### src/rtl/pipe_hazard_ctrl_if.sv
// ============================================================================
//  Module      : pipe_hazard_ctrl_if
//  Description : Bundle between the 5-stage pipeline datapath and the hazard
//                controller. Carries the ID/EX/MEM hazard sources and debug
//                requests toward the controller, and the stall/flush controls,
//                status flags and performance counters back to the pipeline.
//  Ports       : master - pipeline side (drives hazard sources, takes controls)
//                slave  - controller side (takes hazard sources, drives controls)
//  Revision    : 1.0  initial release
// ============================================================================
`default_nettype none

interface pipe_hazard_ctrl_if #(
   parameter int CNT_W = 32
);
   // hazard sources
   logic [4:0]       id_rf_ra0;
   logic [4:0]       id_rf_ra1;
   logic             id_rf_re0;
   logic             id_rf_re1;
   logic [4:0]       ex_rf_wa;
   logic             ex_rf_we;
   logic [1:0]       ex_rf_wd_sel;
   logic [1:0]       ex_pc_sel;
   logic             mem_dm_req;
   logic             mem_dm_ready;
   logic             dbg_halt;
   logic             dbg_step;
   // pipeline controls
   logic             stall_pc;
   logic             stall_if_id;
   logic             stall_id_ex;
   logic             stall_ex_mem;
   logic             flush_if_id;
   logic             flush_id_ex;
   logic             flush_ex_mem;
   logic             flush_mem_wb;
   // status
   logic             halted;
   logic             mem_timeout;
   logic [CNT_W-1:0] stall_cnt;
   logic [CNT_W-1:0] flush_cnt;

   modport master (
      output id_rf_ra0, id_rf_ra1, id_rf_re0, id_rf_re1,
             ex_rf_wa, ex_rf_we, ex_rf_wd_sel, ex_pc_sel,
             mem_dm_req, mem_dm_ready, dbg_halt, dbg_step,
      input  stall_pc, stall_if_id, stall_id_ex, stall_ex_mem,
             flush_if_id, flush_id_ex, flush_ex_mem, flush_mem_wb,
             halted, mem_timeout, stall_cnt, flush_cnt
   );

   modport slave (
      input  id_rf_ra0, id_rf_ra1, id_rf_re0, id_rf_re1,
             ex_rf_wa, ex_rf_we, ex_rf_wd_sel, ex_pc_sel,
             mem_dm_req, mem_dm_ready, dbg_halt, dbg_step,
      output stall_pc, stall_if_id, stall_id_ex, stall_ex_mem,
             flush_if_id, flush_id_ex, flush_ex_mem, flush_mem_wb,
             halted, mem_timeout, stall_cnt, flush_cnt
   );
endinterface

`default_nettype wire

### src/rtl/pipe_hazard_ctrl.sv
// ============================================================================
//  Module      : pipe_hazard_ctrl
//  Description : Central stall/flush controller for the 5-stage pipeline.
//                Resolves load-use hazards, branch/jump redirects, multi-cycle
//                data-memory waits and debug halt/single-step, and keeps
//                saturating stall/flush performance counters.
//  Ports       : clk  - clock, all state on rising edge
//                rst  - synchronous active-high reset
//                hz   - pipe_hazard_ctrl_if.slave: hazard sources in,
//                       stall_*/flush_* controls, halted, mem_timeout,
//                       stall_cnt, flush_cnt out
//  Revision    : 1.0  initial release
// ============================================================================
`default_nettype none

module pipe_hazard_ctrl #(
   parameter int         MEM_TIMEOUT = 64,
   parameter int         CNT_W       = 32,
   parameter logic [1:0] LOAD_SEL    = 2'b10
) (
   input  wire logic             clk,
   input  wire logic             rst,
   pipe_hazard_ctrl_if.slave     hz
);

   typedef enum logic [1:0] {
      S_RUN      = 2'd0,
      S_MEM_WAIT = 2'd1,
      S_HALT     = 2'd2,
      S_STEP     = 2'd3
   } state_t;

   localparam int                WCNT_W      = $clog2(MEM_TIMEOUT + 1);
   // Wait count value whose increment reaches MEM_TIMEOUT.
   localparam logic [WCNT_W-1:0] c_wait_last = WCNT_W'(MEM_TIMEOUT - 1);

   state_t            state_q,    state_d;
   logic [WCNT_W-1:0] wait_cnt_q, wait_cnt_d;
   logic              timeout_q,  timeout_d;
   logic [CNT_W-1:0]  stall_cnt_q, stall_cnt_d;
   logic [CNT_W-1:0]  flush_cnt_q, flush_cnt_d;

   logic w_lu;
   logic w_mw;
   logic w_br;
   logic w_full_stall;   // freeze everything, bubble into MEM/WB
   logic w_eval_hz;      // branch/load-use resolution active this cycle
   logic w_br_take;
   logic w_lu_take;

   assign w_lu = hz.ex_rf_we && (hz.ex_rf_wd_sel == LOAD_SEL) && (hz.ex_rf_wa != 5'd0) &&
                 ((hz.id_rf_re0 && (hz.id_rf_ra0 == hz.ex_rf_wa)) ||
                  (hz.id_rf_re1 && (hz.id_rf_ra1 == hz.ex_rf_wa)));
   assign w_mw = hz.mem_dm_req && !hz.mem_dm_ready;
   assign w_br = (hz.ex_pc_sel != 2'b00);

   always_comb begin
      w_full_stall = 1'b0;
      w_eval_hz    = 1'b0;
      state_d      = state_q;
      wait_cnt_d   = wait_cnt_q;
      timeout_d    = timeout_q;

      if (rst) begin
         state_d    = S_RUN;
         wait_cnt_d = '0;
         timeout_d  = 1'b0;
      end else begin
         case (state_q)
            S_RUN, S_STEP: begin
               // A pending memory wait beats a simultaneous halt request.
               if (w_mw) begin
                  w_full_stall = 1'b1;
                  state_d      = S_MEM_WAIT;
                  wait_cnt_d   = WCNT_W'(1);
               end else begin
                  w_eval_hz = 1'b1;
                  state_d   = hz.dbg_halt ? S_HALT : S_RUN;
               end
            end
            S_MEM_WAIT: begin
               if (!hz.mem_dm_ready) begin
                  w_full_stall = 1'b1;
                  wait_cnt_d   = wait_cnt_q + WCNT_W'(1);
                  if (wait_cnt_q >= c_wait_last) begin
                     timeout_d = 1'b1;
                     state_d   = S_HALT;
                  end
               end else begin
                  // Halt is only honoured once back in RUN.
                  w_eval_hz = 1'b1;
                  state_d   = S_RUN;
               end
            end
            S_HALT: begin
               w_full_stall = 1'b1;
               if (timeout_q) begin
                  state_d = S_HALT;
               end else if (!hz.dbg_halt) begin
                  state_d = S_RUN;
               end else if (hz.dbg_step) begin
                  state_d = S_STEP;
               end
            end
            default: begin
               state_d = S_RUN;
            end
         endcase
      end
   end

   // Branch squashes the ID instruction, so a load-use on it is moot.
   assign w_br_take = w_eval_hz && w_br;
   assign w_lu_take = w_eval_hz && !w_br && w_lu;

   always_comb begin
      hz.stall_pc     = 1'b0;
      hz.stall_if_id  = 1'b0;
      hz.stall_id_ex  = 1'b0;
      hz.stall_ex_mem = 1'b0;
      hz.flush_if_id  = 1'b1;
      hz.flush_id_ex  = 1'b1;
      hz.flush_ex_mem = 1'b1;
      hz.flush_mem_wb = 1'b1;
      if (!rst) begin
         hz.stall_pc     = w_full_stall || w_lu_take;
         hz.stall_if_id  = w_full_stall || w_lu_take;
         hz.stall_id_ex  = w_full_stall;
         hz.stall_ex_mem = w_full_stall;
         hz.flush_if_id  = w_br_take;
         hz.flush_id_ex  = w_br_take || w_lu_take;
         hz.flush_ex_mem = 1'b0;
         hz.flush_mem_wb = w_full_stall;
      end
   end

   always_comb begin
      stall_cnt_d = stall_cnt_q;
      flush_cnt_d = flush_cnt_q;
      if (rst) begin
         stall_cnt_d = '0;
         flush_cnt_d = '0;
      end else begin
         // Halt cycles are debugger time, not pipeline stalls.
         if (hz.stall_pc && (state_q != S_HALT) && (stall_cnt_q != '1)) begin
            stall_cnt_d = stall_cnt_q + CNT_W'(1);
         end
         if (w_br_take && (flush_cnt_q != '1)) begin
            flush_cnt_d = flush_cnt_q + CNT_W'(1);
         end
      end
   end

   always_ff @(posedge clk) begin
      state_q     <= state_d;
      wait_cnt_q  <= wait_cnt_d;
      timeout_q   <= timeout_d;
      stall_cnt_q <= stall_cnt_d;
      flush_cnt_q <= flush_cnt_d;
   end

   assign hz.halted      = (state_q == S_HALT);
   assign hz.mem_timeout = timeout_q;
   assign hz.stall_cnt   = stall_cnt_q;
   assign hz.flush_cnt   = flush_cnt_q;

endmodule

`default_nettype wire

### src/flat_wrapper.sv
// flat-port wrapper written by rule: the top's interface ports become plain ports
module pipe_hazard_ctrl_flat 
#(
   parameter int         MEM_TIMEOUT = 64,
   parameter int         CNT_W       = 32,
   parameter logic [1:0] LOAD_SEL    = 2'b10
)
  (clk, rst, hz_id_rf_ra0, hz_id_rf_ra1, hz_id_rf_re0, hz_id_rf_re1, hz_ex_rf_wa, hz_ex_rf_we, hz_ex_rf_wd_sel, hz_ex_pc_sel, hz_mem_dm_req, hz_mem_dm_ready, hz_dbg_halt, hz_dbg_step, hz_stall_pc, hz_stall_if_id, hz_stall_id_ex, hz_stall_ex_mem, hz_flush_if_id, hz_flush_id_ex, hz_flush_ex_mem, hz_flush_mem_wb, hz_halted, hz_mem_timeout, hz_stall_cnt, hz_flush_cnt);
  pipe_hazard_ctrl_if #(.CNT_W(CNT_W)) hz_i ();
  input  wire logic clk;
  input  wire logic rst;
  input wire logic [$bits(hz_i.id_rf_ra0)-1:0] hz_id_rf_ra0;
  input wire logic [$bits(hz_i.id_rf_ra1)-1:0] hz_id_rf_ra1;
  input wire logic [$bits(hz_i.id_rf_re0)-1:0] hz_id_rf_re0;
  input wire logic [$bits(hz_i.id_rf_re1)-1:0] hz_id_rf_re1;
  input wire logic [$bits(hz_i.ex_rf_wa)-1:0] hz_ex_rf_wa;
  input wire logic [$bits(hz_i.ex_rf_we)-1:0] hz_ex_rf_we;
  input wire logic [$bits(hz_i.ex_rf_wd_sel)-1:0] hz_ex_rf_wd_sel;
  input wire logic [$bits(hz_i.ex_pc_sel)-1:0] hz_ex_pc_sel;
  input wire logic [$bits(hz_i.mem_dm_req)-1:0] hz_mem_dm_req;
  input wire logic [$bits(hz_i.mem_dm_ready)-1:0] hz_mem_dm_ready;
  input wire logic [$bits(hz_i.dbg_halt)-1:0] hz_dbg_halt;
  input wire logic [$bits(hz_i.dbg_step)-1:0] hz_dbg_step;
  output wire logic [$bits(hz_i.stall_pc)-1:0] hz_stall_pc;
  output wire logic [$bits(hz_i.stall_if_id)-1:0] hz_stall_if_id;
  output wire logic [$bits(hz_i.stall_id_ex)-1:0] hz_stall_id_ex;
  output wire logic [$bits(hz_i.stall_ex_mem)-1:0] hz_stall_ex_mem;
  output wire logic [$bits(hz_i.flush_if_id)-1:0] hz_flush_if_id;
  output wire logic [$bits(hz_i.flush_id_ex)-1:0] hz_flush_id_ex;
  output wire logic [$bits(hz_i.flush_ex_mem)-1:0] hz_flush_ex_mem;
  output wire logic [$bits(hz_i.flush_mem_wb)-1:0] hz_flush_mem_wb;
  output wire logic [$bits(hz_i.halted)-1:0] hz_halted;
  output wire logic [$bits(hz_i.mem_timeout)-1:0] hz_mem_timeout;
  output wire logic [$bits(hz_i.stall_cnt)-1:0] hz_stall_cnt;
  output wire logic [$bits(hz_i.flush_cnt)-1:0] hz_flush_cnt;
  assign hz_i.id_rf_ra0 = hz_id_rf_ra0;
  assign hz_i.id_rf_ra1 = hz_id_rf_ra1;
  assign hz_i.id_rf_re0 = hz_id_rf_re0;
  assign hz_i.id_rf_re1 = hz_id_rf_re1;
  assign hz_i.ex_rf_wa = hz_ex_rf_wa;
  assign hz_i.ex_rf_we = hz_ex_rf_we;
  assign hz_i.ex_rf_wd_sel = hz_ex_rf_wd_sel;
  assign hz_i.ex_pc_sel = hz_ex_pc_sel;
  assign hz_i.mem_dm_req = hz_mem_dm_req;
  assign hz_i.mem_dm_ready = hz_mem_dm_ready;
  assign hz_i.dbg_halt = hz_dbg_halt;
  assign hz_i.dbg_step = hz_dbg_step;
  assign hz_stall_pc = hz_i.stall_pc;
  assign hz_stall_if_id = hz_i.stall_if_id;
  assign hz_stall_id_ex = hz_i.stall_id_ex;
  assign hz_stall_ex_mem = hz_i.stall_ex_mem;
  assign hz_flush_if_id = hz_i.flush_if_id;
  assign hz_flush_id_ex = hz_i.flush_id_ex;
  assign hz_flush_ex_mem = hz_i.flush_ex_mem;
  assign hz_flush_mem_wb = hz_i.flush_mem_wb;
  assign hz_halted = hz_i.halted;
  assign hz_mem_timeout = hz_i.mem_timeout;
  assign hz_stall_cnt = hz_i.stall_cnt;
  assign hz_flush_cnt = hz_i.flush_cnt;
  pipe_hazard_ctrl #(.MEM_TIMEOUT(MEM_TIMEOUT), .CNT_W(CNT_W), .LOAD_SEL(LOAD_SEL)) u_core (.clk(clk), .rst(rst), .hz(hz_i));
endmodule
### config.mk
export PLATFORM = sky130hd
export DESIGN_NAME = pipe_hazard_ctrl_flat
export DESIGN_NICKNAME = d
export VERILOG_FILES = /design/src/rtl/pipe_hazard_ctrl_if.sv /design/src/rtl/pipe_hazard_ctrl.sv /design/src/flat_wrapper.sv
export SDC_FILE = /design/constraint.sdc
export NUM_CORES = 1
export LEC_CHECK = 0
export CAP_MARGIN = 15
export CORE_MARGIN = 2
export CORE_UTILIZATION = 30
export DETAILED_ROUTE_END_ITERATION = 7
export REMOVE_ABC_BUFFERS = 1
export SLEW_MARGIN = 20
export SYNTH_ARGS = -nofsm -noshare
export SYNTH_HDL_FRONTEND = slang
export SYNTH_SLANG_ARGS = --single-unit
### constraint.sdc
create_clock -name clk -period 2.7 [get_ports clk]
set_clock_uncertainty 0.1 [all_clocks]
set_input_delay 0.405 -clock clk [delete_from_list [all_inputs] [get_ports clk]]
set_output_delay 0.405 -clock clk [all_outputs]
set_load 0.005 [all_outputs]
Word level (Yosys, flattened, before mapping)
Cells that the tools add are included.
{ "totals": {"out_inout_bits": 74, "ff_bits": 74, "inputBits": 28} }
{ "classes": {"bitwise": 1, "mux": 25, "order_cmp": 1, "addsub": 3, "eq_ne": 13, "n_reduce_logical": 25} }
{ "op_table": {"columns": ["op", "count"], "rows": [
  ["32-bit by 1-bit adder with 32-bit output, second input constant", 2],
  ["32-bit inequality test, second input constant", 2],
  ["2-bit two-way mux", 7],
  ["7-bit two-way mux", 2],
  ["7-bit one-hot mux with 2 select lines", 1],
  ["1-bit logical AND", 12],
  ["1-bit two-way mux", 12],
  ["5-bit == test", 2],
  ["7-bit by 1-bit adder with 7-bit output, second input constant", 1],
  ["7-bit by 6-bit >= comparator with 1-bit output, second input constant", 1],
  ["2-bit == test, second input constant", 3],
  ["2-bit one-hot mux with 3 select lines", 1],
  ["3-bit AND reduction", 2],
  ["5-bit nonzero test", 1],
  ["2-bit inequality test, second input constant", 2],
  ["4-bit by 3-bit inequality test with 1-bit output, second input constant", 1],
  ["2-bit nonzero test", 2],
  ["1-bit logical OR", 3],
  ["3-bit by 2-bit inequality test with 1-bit output, second input constant", 1],
  ["1-bit one-hot mux with 3 select lines", 1],
  ["2-bit by 1-bit == test with 1-bit output, second input constant", 1],
  ["1-bit logical NOT", 2],
  ["2-bit logical NOT", 1],
  ["2-bit by 1-bit inequality test with 1-bit output, second input constant", 1],
  ["4 further kinds", 4]
]} }

Depth between registers and ports, before layout
{ "depth": {"depth_word": 11, "ltp_mapped": 10} }

Least setup slack after synthesis
Ideal clock, no wire load.
{ "synth_path": {"kind": "register to output", "from": "reg u_core.state_q[0]", "to": "out hz_stall_pc", "setup_slack_ps": 291, "n_path_buf": 3, "path_stages_with_launch": 11, "arrival_ps": 1904, "cell_sequence": "dfxtp_1 inv_1 ha_1 a21o_1 nand3_1 nor3_1 a21boi_2 buf_2 buf_2 nor2_1 buf_4"} }
{ "synth_via": {"elab_chain_cells": 8, "elab_cells_between_ends": 13} }
{ "synth_lines": {"columns": ["item", "line_no", "rtl"], "rows": [
  ["from (decl)", "pipe_hazard_ctrl.sv:37", "state_t state_q, state_d;"],
  ["from (signal assigned)", "pipe_hazard_ctrl.sv:155", "state_q <= state_d;"],
  ["2-bit == test or 2-bit logical NOT (tied branches)", "pipe_hazard_ctrl.sv:69", "case (state_q)"],
  ["2-bit OR reduction", "pipe_hazard_ctrl.sv:69", null],
  ["1-bit one-hot mux with 2 select lines", "pipe_hazard_ctrl.sv:69", null],
  ["1-bit two-way mux", "pipe_hazard_ctrl.sv:64", "if (rst) begin"],
  ["1-bit logical AND (2 in series)", "pipe_hazard_ctrl.sv:114", "assign w_lu_take = w_eval_hz && !w_br && w_lu;"],
  ["1-bit logical OR (*)", null, null],
  ["1-bit two-way mux (*)", null, null],
  ["to (decl)", "flat_wrapper.sv:24", "output wire logic [$bits(hz_i.stall_pc)-1:0] hz_stall_pc;"]
]} }
Mark *: on every way between the ends. The rest lies on a longest branch, timed or not.

Final worst setup path
{ "layout_path": {"from": "in hz_ex_rf_wa[3]", "to": "out hz_stall_if_id"} }
{ "layout_via": {"elab_chain_cells": 7, "elab_cells_between_ends": 11} }
{ "layout_lines": {"columns": ["item", "line_no", "rtl"], "rows": [
  ["from (decl)", "flat_wrapper.sv:16", "input wire logic [$bits(hz_i.ex_rf_wa)-1:0] hz_ex_rf_wa;"],
  ["5-bit == test (on tied branches)", "pipe_hazard_ctrl.sv:52, pipe_hazard_ctrl.sv:53", null],
  ["1-bit logical AND (on tied branches)", "pipe_hazard_ctrl.sv:52, pipe_hazard_ctrl.sv:53", null],
  ["1-bit logical OR", "pipe_hazard_ctrl.sv:52", "((hz.id_rf_re0 && (hz.id_rf_ra0 == hz.ex_rf_wa)) ||"],
  ["1-bit logical AND (*)", "pipe_hazard_ctrl.sv:51", "assign w_lu = hz.ex_rf_we && (hz.ex_rf_wd_sel == LOAD_SEL) && (hz.ex_rf_wa != 5'd0) &&"],
  ["1-bit logical AND (*)", "pipe_hazard_ctrl.sv:114", null],
  ["1-bit logical OR (*)", "pipe_hazard_ctrl.sv:127", "hz.stall_if_id = w_full_stall || w_lu_take;"],
  ["1-bit two-way mux (*)", "pipe_hazard_ctrl.sv:125", "if (!rst) begin"],
  ["to (decl)", "flat_wrapper.sv:25", "output wire logic [$bits(hz_i.stall_if_id)-1:0] hz_stall_if_id;"]
]} }
Marks and branches as above.

==> impl_metrics.env <==
export IMPL_ys_top_cells_by_area="dfxtp_1 37%, nor2_1 4.9%, xnor2_1 4.6%"
export IMPL_postCtsSetupBuffers=0
export IMPL_tightest_slew_ns=0.499
export IMPL_seq_area_frac_synth_pct=36.9
export IMPL_multi_input_area_um2=2460
export IMPL_final_nets=643
export IMPL_num_rows=42
export IMPL_timing_max_slew_rel_slack_pct=66.6
export IMPL_clkSlewWorstSetupHoldPaths_ns=0.06
export IMPL_detail_route_iter0_violations=215
export IMPL_grt_antenna_before_repair=0
export IMPL_grt_setup_unrepaired="false"
export IMPL_place_gp_congestion=0.816
export IMPL_layout_filler_cells=1345
export IMPL_ys_flop_type="dfxtp_1"
export IMPL_place_port_buffers=101
export IMPL_yosys_area_top_type_share_pct=36.9
export IMPL_clock_tree_from_tritoncts="done"
export IMPL_clock_tree_htree_level_count=3
export IMPL_dominant_cell_type_by_area_after_synthesis="dfxtp_1"
export IMPL_total_power_mw=2.54
export IMPL_place_detailed_hpwl_um=8250
export IMPL_crit_required_ns=2.19
export IMPL_post_route_cell_area_um2=5740
export IMPL_share_clk_of_total_power_pct=42.6
export IMPL_starting_utilization_of_the_core_area_pct=30.6
export IMPL_finalWorstPathRequiredPeriod_ns=2.60
export IMPL_diodes=0
export IMPL_power_leakage_nw=1.88
export IMPL_ys_types=53
export IMPL_power_density_nw_per_um2=443
export IMPL_detail_route_wirelength_um=11400
export IMPL_synth_edff_count=0
export IMPL_clk_root_buffer_cell="clkbuf_16"
export IMPL_final_layout_size_suffix_gt1_share_pct=11.7
export IMPL_ys_top_cells_by_count="74 x dfxtp_1, 52 x nor2_1, 35 x a21oi_1"
export IMPL_fp_dieArea_um2=14300
export IMPL_die_height_um=120
export IMPL_worstSetupStartpointType="primary input"
export IMPL_post_dp_cell_area_um2=5420
export IMPL_track_usage_pct=16.1
export IMPL_finalSetupViolCount=0
export IMPL_remaining_routing_drc_violations=0
export IMPL_crit_chain="clkdlybuf4s50_1 > or4_4 > nor2_4 > nor3_4 > a21boi_4 > nor2_2 > dlygate4sd2_1"
export IMPL_slew_violations=0
export IMPL_sort_of_element_at_the_end_of_the_critical_path="output pin"
export IMPL_synth_most_common_cell="dfxtp_1"
export IMPL_report_final_hold_viol_count=0
export IMPL_period_share_pct=96.4
export IMPL_cts_hold_buffers_added=0
export IMPL_dpl_cell_count=775
export IMPL_cap_violations=0
export IMPL_chipWidth_um=120
export IMPL_fmax_mhz=384
export IMPL_detailedRoute_firstPassIterationCount=4
export IMPL_critical_path_arrival_ns=2.10
export IMPL_cts_root_to_sink_buffers=2
export IMPL_num_vias=4110
export IMPL_grt_max_degree=72
export IMPL_routedWlPerCell_um=14.4
export IMPL_io_pins=102
export IMPL_reg2reg_slack_ns=0.23
export IMPL_cts_sinks=74
export IMPL_critPathSlowestCell="or4_4"
export IMPL_remaining_antenna_violation_count=0
export IMPL_run_status="finished clean"
export IMPL_post_synth_instance_area_um2=4020
export IMPL_area_growth_synth_to_final_pct=42.8
export IMPL_core_region_area_um2=13100
export IMPL_synthArstFlopShare_pct=0
export IMPL_critical_path_peak_fanout=3
export IMPL_area_occupied_by_registers_um2=1480
export IMPL_viasPerCell=5.20
export IMPL_clk_insertion_delay_late_ns=0.33
export IMPL_finish_cell_count_without_fillers=791
export IMPL_power_switching_share_pct=24.5
export IMPL_power_net_switching_uw=621
export IMPL_crit_path_max_incr_delay_ns=0.56
export IMPL_crit_type="in -> out"
export IMPL_ir_drop_mv=0.290
export IMPL_numCtsBuffers=9
export IMPL_internal_power_mw=1.92
export IMPL_grt_pass1_vias=3991
export IMPL_grt_overflow_total=0
export IMPL_ys_warn_count=0
export IMPL_synthesis_area_per_instance_um2=8.20
export IMPL_global_route_wire_length_before_repair_um=19000
export IMPL_syn_instance_count=490
export IMPL_hold_removal_path_class="reg -> reg"
export IMPL_seq_power_share_pct=44.1
export IMPL_power_frac_comb_pct=13.3
export IMPL_ys_seq_elements=74
power groups by stage:
stage                     Combinational (mW)  Clock, mW  Sequential, mW
final                                  0.339       1.08            1.12
after CTS                              0.337       1.12            1.12
after global routing                   0.370       1.17            1.12
after global placement                 0.325          0            1.14
after floorplan                        0.134          0            1.14
after detailed placement               0.331          0            1.14
final cells by class:
class                   instances  area share [%]
flip-flops and latches         74            25.8
multi-input cells             385            42.9
clock buffers                  13            4.36
clock inverters                 3           0.262
repair buffers                133            22.4
inverters                       7           0.458
well taps                     176            3.84
timing repair:
item                                    4_1_cts  5_1_grt
endpoints found under the setup margin        4        7
gates resized for setup                      11        4
pin swaps                                     2        0
through the flow:
step / worst slack, ns / TNS [ns] / utilization [%] / hold WS [ns]
floorplan: -0.244 / -2.99 / - / 0.343
global placement: -0.161 / -2.79 / 41.3 / 0.360
detailed placement: -0.201 / -4.02 / 41.3 / 0.371
CTS: 0.0541 / 0 / 43.5 / 0.380
global route: 0.0312 / 0 / 43.7 / 0.406
finish: 0.0964 / 0 / 43.7 / 0.378
critical path: cells and delay by family:
family / cells / cell delay [ns]
simple gates: 4 / 0.82
buf+inv: 2 / 0.73
compound gates: 1 / 0.14
per-layer routing:
metal,GRT usage (%),share of wire (%),vias up
li1,-,-,2064
met1,19.9,47,1954
met2,27.3,49,86
met3,4.75,3.7,6
met4,4.85,0.72,0
met5,0,0,-
final timing paths:
| path | from | depth (start not counted) | to |
|---|---|---|---|
| max reg2reg | u_core.state_q[0] | 8 | u_core.hz.flush_cnt[12] |
| min reg2reg | u_core.state_q[1] | 2 | u_core.state_q[1] |
| max | hz_ex_rf_wa[3] | 7 | hz_stall_if_id |
| min | u_core.state_q[1] | 2 | u_core.state_q[1] |
state kept, by name, summed over array words and instances, names as in the netlist:
signal and cells:
u_core.state_q 2, u_core.hz.flush_cnt 32, u_core.wait_cnt_q 7, u_core.hz.mem_timeout 1, u_core.hz.stall_cnt 32
cells by family (layout without fill, tap and decap cells):
logic type | count (synthesis) | count (layout) | synth area share, %
flip-flops | 74 | 74 | 36.9
AND/OR/NAND/NOR | 240 | 240 | 33.3
buffers and inverters | 31 | 156 | 3.33
AO/OA/AOI/OAI | 97 | 97 | 15.3
adder cells (fa/ha/maj) | 5 | 5 | 1.56
XOR/XNOR | 37 | 37 | 8.07
multiplexers | 6 | 6 | 1.59
cells in the final DEF, fill, tap and decap left out, types with 5 or more instances in the layout:
master	count
a21oi_1	35
and3_1	13
and4_1	6
buf_4	29
clkbuf_16	9
clkdlybuf4s50_1	96
dfxtp_1	73
inv_1	6
nand2_1	34
nand3_1	26
nand4_1	22
nor2_1	49
nor2b_1	6
nor3_1	12
nor4_1	5
o211ai_1	7
o21ai_0	16
o31ai_1	21
or3_1	14
or4_1	20
xnor2_1	21
xor2_1	16
No activity file was read; power rests on OpenSTA's default activity.
